File: src/rtl/bubble_sort_unit.sv
// bubble_sort_unit: method-call callee that bubble-sorts an internal signed
// array (ascending), re-reads it to verify ordering, and returns pass/fail
// plus the number of swaps performed.
// Optional: define BUBBLE_SORT_EARLY_EXIT_EN to stop after a pass with no swaps.
module bubble_sort_unit #(
  parameter int WIDTH = 32,
  parameter int DEPTH = 8,
  parameter int AW    = 3
) (
  input  logic             clk,
  input  logic             reset,
  input  logic             sort_req,
  output logic             sort_busy,
  output logic             sort_return,
  output logic [31:0]      swap_count,
  input  logic [AW-1:0]    data_address,
  input  logic [WIDTH-1:0] data_din,
  input  logic             data_we,
  output logic [WIDTH-1:0] data_dout,
  input  logic             finish_flag_in,
  input  logic             finish_flag_we,
  output logic             finish_flag_out
);

  typedef enum logic [3:0] {
    S_IDLE, S_INIT, S_RD0, S_RD1, S_CMP, S_WR0, S_WR1, S_CHK, S_DONE
  } state_t;

  localparam logic [AW-1:0] I_START = AW'(DEPTH - 1);
  localparam logic [AW:0]   K_LAST  = (AW+1)'(DEPTH);

  logic [WIDTH-1:0] r_mem [0:DEPTH-1];
  state_t           r_state;
  logic             r_busy;
  logic             r_return;
  logic [31:0]      r_swaps;
  logic [WIDTH-1:0] r_dout;
  logic             r_flag;
  logic [AW-1:0]    r_i;
  logic [AW-1:0]    r_j;
  logic [AW:0]      r_k;
  logic [WIDTH-1:0] r_rd;
  logic [WIDTH-1:0] r_a;
  logic [WIDTH-1:0] r_b;
  logic [WIDTH-1:0] r_prev;
  logic             r_ok;
  logic             r_pass_sw;

  logic [AW-1:0]    w_addr;
  logic             w_we;
  logic [AW-1:0]    w_waddr;
  logic [WIDTH-1:0] w_wdata;
  state_t           w_adv_state;
  logic [AW-1:0]    w_adv_i;
  logic [AW-1:0]    w_adv_j;
  logic             w_adv_clr;
  logic             w_swapped;

  // Single memory port: select read address and write request by state
  always_comb begin
    w_addr  = r_j;
    w_we    = 1'b0;
    w_waddr = data_address;
    w_wdata = data_din;
    case (r_state)
      S_IDLE: begin
        w_addr = data_address;
        w_we   = data_we;
      end
      S_RD0:  w_addr = r_j;
      S_RD1:  w_addr = r_j + 1'b1;
      S_CHK:  w_addr = r_k[AW-1:0];
      S_WR0: begin
        w_we    = 1'b1;
        w_waddr = r_j;
        w_wdata = r_b;
      end
      S_WR1: begin
        w_we    = 1'b1;
        w_waddr = r_j + 1'b1;
        w_wdata = r_a;
      end
      default: ;
    endcase
  end

  // Loop advance after a compare (CMP) or a completed swap (WR1)
  always_comb begin
    // a swap finishing this cycle counts for the current pass
    w_swapped   = r_pass_sw | (r_state == S_WR1);
    w_adv_state = S_RD0;
    w_adv_i     = r_i;
    w_adv_j     = r_j + 1'b1;
    w_adv_clr   = 1'b0;
    if (r_j < r_i - 1'b1) begin
      w_adv_state = S_RD0;
`ifdef BUBBLE_SORT_EARLY_EXIT_EN
    end else if (!w_swapped) begin
      w_adv_state = S_CHK;
      w_adv_j     = r_j;
`endif
    end else if (r_i > AW'(1)) begin
      w_adv_i   = r_i - 1'b1;
      w_adv_j   = '0;
      w_adv_clr = 1'b1;
    end else begin
      w_adv_state = S_CHK;
      w_adv_j     = r_j;
    end
  end

  // Array storage: not cleared by reset, write blocked while reset is high
  always_ff @(posedge clk) begin
    if (!reset && w_we && (int'(w_waddr) < DEPTH))
      r_mem[w_waddr] <= w_wdata;
  end

  // Registered read port, one cycle latency
  always_ff @(posedge clk) begin
    r_rd <= r_mem[w_addr];
  end

  // Method FSM with registered outputs
  always_ff @(posedge clk) begin
    if (reset) begin
      r_state   <= S_IDLE;
      r_busy    <= 1'b0;
      r_return  <= 1'b0;
      r_swaps   <= '0;
      r_dout    <= '0;
      r_flag    <= 1'b0;
      r_i       <= '0;
      r_j       <= '0;
      r_k       <= '0;
      r_a       <= '0;
      r_b       <= '0;
      r_prev    <= '0;
      r_ok      <= 1'b0;
      r_pass_sw <= 1'b0;
    end else begin
      if (finish_flag_we) r_flag <= finish_flag_in;
      case (r_state)
        S_IDLE: begin
          r_dout <= r_mem[w_addr];
          if (sort_req) begin
            r_state <= S_INIT;
            r_busy  <= 1'b1;
          end
        end
        S_INIT: begin
          r_i       <= I_START;
          r_j       <= '0;
          r_k       <= '0;
          r_swaps   <= '0;
          r_pass_sw <= 1'b0;
          r_ok      <= 1'b1;
          r_state   <= S_RD0;
        end
        S_RD0: r_state <= S_RD1;
        S_RD1: begin
          r_a     <= r_rd;
          r_state <= S_CMP;
        end
        S_CMP: begin
          r_b <= r_rd;
          if ($signed(r_a) > $signed(r_rd)) begin
            r_state <= S_WR0;
          end else begin
            r_state <= w_adv_state;
            r_i     <= w_adv_i;
            r_j     <= w_adv_j;
            if (w_adv_clr) r_pass_sw <= 1'b0;
          end
        end
        S_WR0: r_state <= S_WR1;
        S_WR1: begin
          r_swaps   <= r_swaps + 32'd1;
          r_pass_sw <= 1'b1;
          r_state   <= w_adv_state;
          r_i       <= w_adv_i;
          r_j       <= w_adv_j;
          if (w_adv_clr) r_pass_sw <= 1'b0;
        end
        // read k is issued at step k; data for k-1 arrives at step k
        S_CHK: begin
          r_k <= r_k + 1'b1;
          if (r_k >= (AW+1)'(1)) r_prev <= r_rd;
          if (r_k >= (AW+1)'(2) && $signed(r_rd) < $signed(r_prev)) r_ok <= 1'b0;
          if (r_k == K_LAST) r_state <= S_DONE;
        end
        S_DONE: begin
          r_return <= r_ok;
          r_flag   <= 1'b1;
          r_busy   <= 1'b0;
          r_state  <= S_IDLE;
        end
        default: r_state <= S_IDLE;
      endcase
    end
  end

  assign sort_busy       = r_busy;
  assign sort_return     = r_return;
  assign swap_count      = r_swaps;
  assign data_dout       = r_dout;
  assign finish_flag_out = r_flag;

endmodule

File: config.mk
export PLATFORM = sky130hd
export DESIGN_NAME = bubble_sort_unit
export DESIGN_NICKNAME = d
export VERILOG_FILES = /design/src/rtl/bubble_sort_unit.sv
export SDC_FILE = /design/constraint.sdc
export NUM_CORES = 1
export LEC_CHECK = 0
export BUFFER_PORTS_ARGS = -buffer_cell sky130_fd_sc_hd__buf_2
export CAP_MARGIN = 10
export CORE_AREA = 2 2 194 196
export CTS_CLUSTER_DIAMETER = 80
export DETAILED_ROUTE_END_ITERATION = 8
export DIE_AREA = 0 0 196 198
export GPL_TIMING_DRIVEN = 0
export PLACE_DENSITY = 0.72
export SETUP_SLACK_MARGIN = 0.05
export SYNTH_ARGS = -nofsm -noshare
export SYNTH_HDL_FRONTEND = slang
export SYNTH_SLANG_ARGS = --single-unit
File: constraint.sdc
create_clock -name clk -period 12.7 [get_ports clk]
set_input_delay 1.905 -clock clk [delete_from_list [all_inputs] [get_ports clk]]
set_output_delay 1.905 -clock clk [all_outputs]
set_load 0.02 [all_outputs]
==> impl_results.md <==
* Status: complete, no violations
* Nets at 2,258
* Hold crit path type: reg -> reg
* Final GP Congestion at 0.910
* Vias in the first global route at 15,245
* Crit share post-route at 35.4%
* Max_cap viols at 0
* CTS clock-pin slew for the worst setup and hold paths at 0.06 ns
* Power Density at 190 mW/mm^2
* Setup TNS at 0 ns
* Setup Skew at 0.0200 ns
* CP max stage cell: a221oi_1
* Hold buffer count at CTS at 0
* EDFF count, synth at 256
* Synth area leaders: edfxtp_1 (39%), dfxtp_1 (21%), nand2_1 (9.5%)
* CP most frequent cell: nor2_1
* Root Driver: clkbuf_16
* Clock Path Buffers at 3
* Grt ovf at 0
* ANT nets after route at 0
* Fillers at 2,947
* Die area at 0.0388 mm^2
* Data arrival, critical path at 4.76 ns
* Slew headroom at 21.6%
* Pin count of the biggest net entering global routing at 22
* Vias per inst at 5.90
* Syn_nets at 2,091
* ANT cells at 0
* DPL Wire Length at 39.9 mm
* Commonest cells post-synth: nand2_1 (501), edfxtp_1 (256), dfxtp_1 (210)
* Vias at 15,631
* CP peak stage delay at 1.06 ns
* Fmax at 0.222 GHz
* Post-CTS Repair Setup Buffers at 0
* Ports at 108
* Layout cells sized above 1 at 10.0%
* DR iter-0 viols at 1,498
* CTS tree: done
* Cell count after synthesis at 1,977
* First-pass GRT wire length at 84.8 mm
* Antenna violations before repair at 0
* Rows at 71
* Fin crit period at 4.50 ns
* Clock sink count at 466
* Final Hold Vio Count at 0
* Crit path launch type: flip-flop
* # H-tree levels at 2
* Synth unique cells at 56
* Final slew viol count at 0
* Clk Latency, worst-skew pair at 0.56 ns
* Post-Route WL at 55.4 mm
* Crit path capture type: flip-flop
* Most area-hungry cell type in the Yosys netlist: edfxtp_1
* Ys async rst share at 0%
* PortBufs at 106
* Gr usage total at 28.6%
* Post-cts resize count at 0
* Yosys warnings at 0
* Yosys reg bits at 466
* Die width at 196 um
* RSZ-0062 raised after global routing: false
* Syn_area_per_cell at 10.1 um^2
* Core Region at 0.0370 mm^2
* Initial Utilization at 53.8%
* Cts bufs inserted at 46
* Count leader, synth: nand2_1
* Final setup fails at 0
* CP required at 12.96 ns
* CP cell instances: clkbuf_1 -> nand2_1 -> nor2_1 -> nor2_1 -> a221oi_1 -> nand3_1 -> nor2_4 -> buf_16
* Crit Path Class: reg -> reg
* Sequential fraction of the synthesis area at 59.8%
* Die H at 198 um
* Share of the synthesized area in the top cell type at 38.6%
* Synthesized area at 0.0199 mm^2
* Main synth FF type: edfxtp_1
* DRC violations left at 0
* Final Power at 4.30 mW
* Slew @ Worst Pin at 1.18 ns
* Leak pwr at 8.36 nW
* Routed wire length per instance at 20.9 um
* VDD IR max at 110 uV
* Worst-path fanout max at 17
* Layout area overhead at 14.1%
* Pre-Repair DR Iteration Count at 5
==> sequential cells by signal (all words and copies together) (netlist names) <==
name / count
r_mem: 256
data_dout: 32
r_a: 32
r_b: 32
r_prev: 32
r_rd: 32
swap_count: 32
r_k: 4
r_state: 4
r_i: 3
r_j: 3
finish_flag_out: 1
r_ok: 1
sort_busy: 1
sort_return: 1
==> per-layer routing <==
metal / vias up / track usage (%) / part of all wire, %
met5: - / 0 / 0
met4: 0 / 14.0 / 5.0
met3: 166 / 4.48 / 7.7
met2: 731 / 49.8 / 49
met1: 7416 / 34.7 / 38
li1: 7318 / - / -
==> worst paths after layout <==
path | startpoint | end | slack [ns] | cells past startpoint
worst max-delay path | r_state[2]$_SDFFE_PP0P_ | r_mem[0][21]$_DFFE_PP_ | 8.20 | 8
worst min-delay path | r_b[21]$_SDFFE_PP0P_ | r_b[21]$_SDFFE_PP0P_ | 0.45 | 2
worst max register to register | r_state[2]$_SDFFE_PP0P_ | r_mem[0][21]$_DFFE_PP_ | 8.20 | 8
worst min register to register | r_b[21]$_SDFFE_PP0P_ | r_b[21]$_SDFFE_PP0P_ | 0.45 | 2
==> through the flow <==
stage          std cells  util [%]  instance area [um^2]  hold slack, ns  setup slack (ns)
3_5_place_dp        2569      57.6                 21300           0.446              7.41
5_1_grt             2650      61.4                 22700           0.470              8.05
2_1_floorplan       1977         -                 19900           0.436              7.64
3_3_place_gp        2557      56.9                 21000           0.441              5.52
6_report            2650      61.4                 22700           0.452              8.20
4_1_cts             2649      61.4                 22700           0.454              8.00
==> critical path, delay by kind of cell, from the launching register on <==
kind	cells	cell delay, ns
compound gates	1	1.06
buf+inv	2	0.62
flops	1	0.43
simple gates	5	2.08
==> kinds of logic after synthesis <==
logic type / after synthesis / share of synthesized area [%]
flip-flops: 466 / 59.8
XOR/XNOR: 3 / 0.132
multiplexers: 15 / 0.818
AO/OA/AOI/OAI: 382 / 12.5
buffers and inverters: 224 / 4.53
AND/OR/NAND/NOR: 814 / 17.6
adder cells (fa/ha/maj): 73 / 4.59
==> cell type report <==
class | count | area [um^2] | share of cell area (%)
sequential | 466 | 11900 | 52.4
timing repair buffer | 119 | 771 | 3.40
clock inverter | 17 | 116 | 0.513
multi-input combinational | 1287 | 7150 | 31.5
tap | 474 | 593 | 2.61
inverter | 106 | 398 | 1.75
buffer | 118 | 503 | 2.22
clock buffer | 63 | 1260 | 5.57
==> power by group <==
group          internal, mW  leakage [nW]  switching (mW)  total, mW
logic                 0.366          3.65           0.788       1.15
registers              1.73          4.02           0.143       1.88
clock network         0.715         0.678           0.560       1.27
==> cells in the final DEF, fill, tap and decap left out, types with 7 or more instances in the layout <==
cell | netlist | layout
a211oi_1 | 70 | 70
a21o_1 | 7 | 7
a21oi_1 | 147 | 147
a22oi_1 | 35 | 35
a311oi_1 | 38 | 38
a31oi_1 | 34 | 34
and2_1 | 36 | 36
buf_2 | 9 | 115
buf_6 | 5 | 11
clkbuf_1 | 99 | 111
clkbuf_16 | 0 | 46
clkinv_1 | 0 | 9
dfxtp_1 | 210 | 210
edfxtp_1 | 256 | 256
ha_1 | 73 | 73
inv_1 | 106 | 106
mux2_2 | 10 | 10
nand2_1 | 501 | 501
nand3_1 | 92 | 92
nand4_1 | 20 | 20
nor2_1 | 98 | 92
nor3_1 | 12 | 10
o21ai_0 | 20 | 20
or3_1 | 7 | 7
No activity file was read; power rests on OpenSTA's default activity.
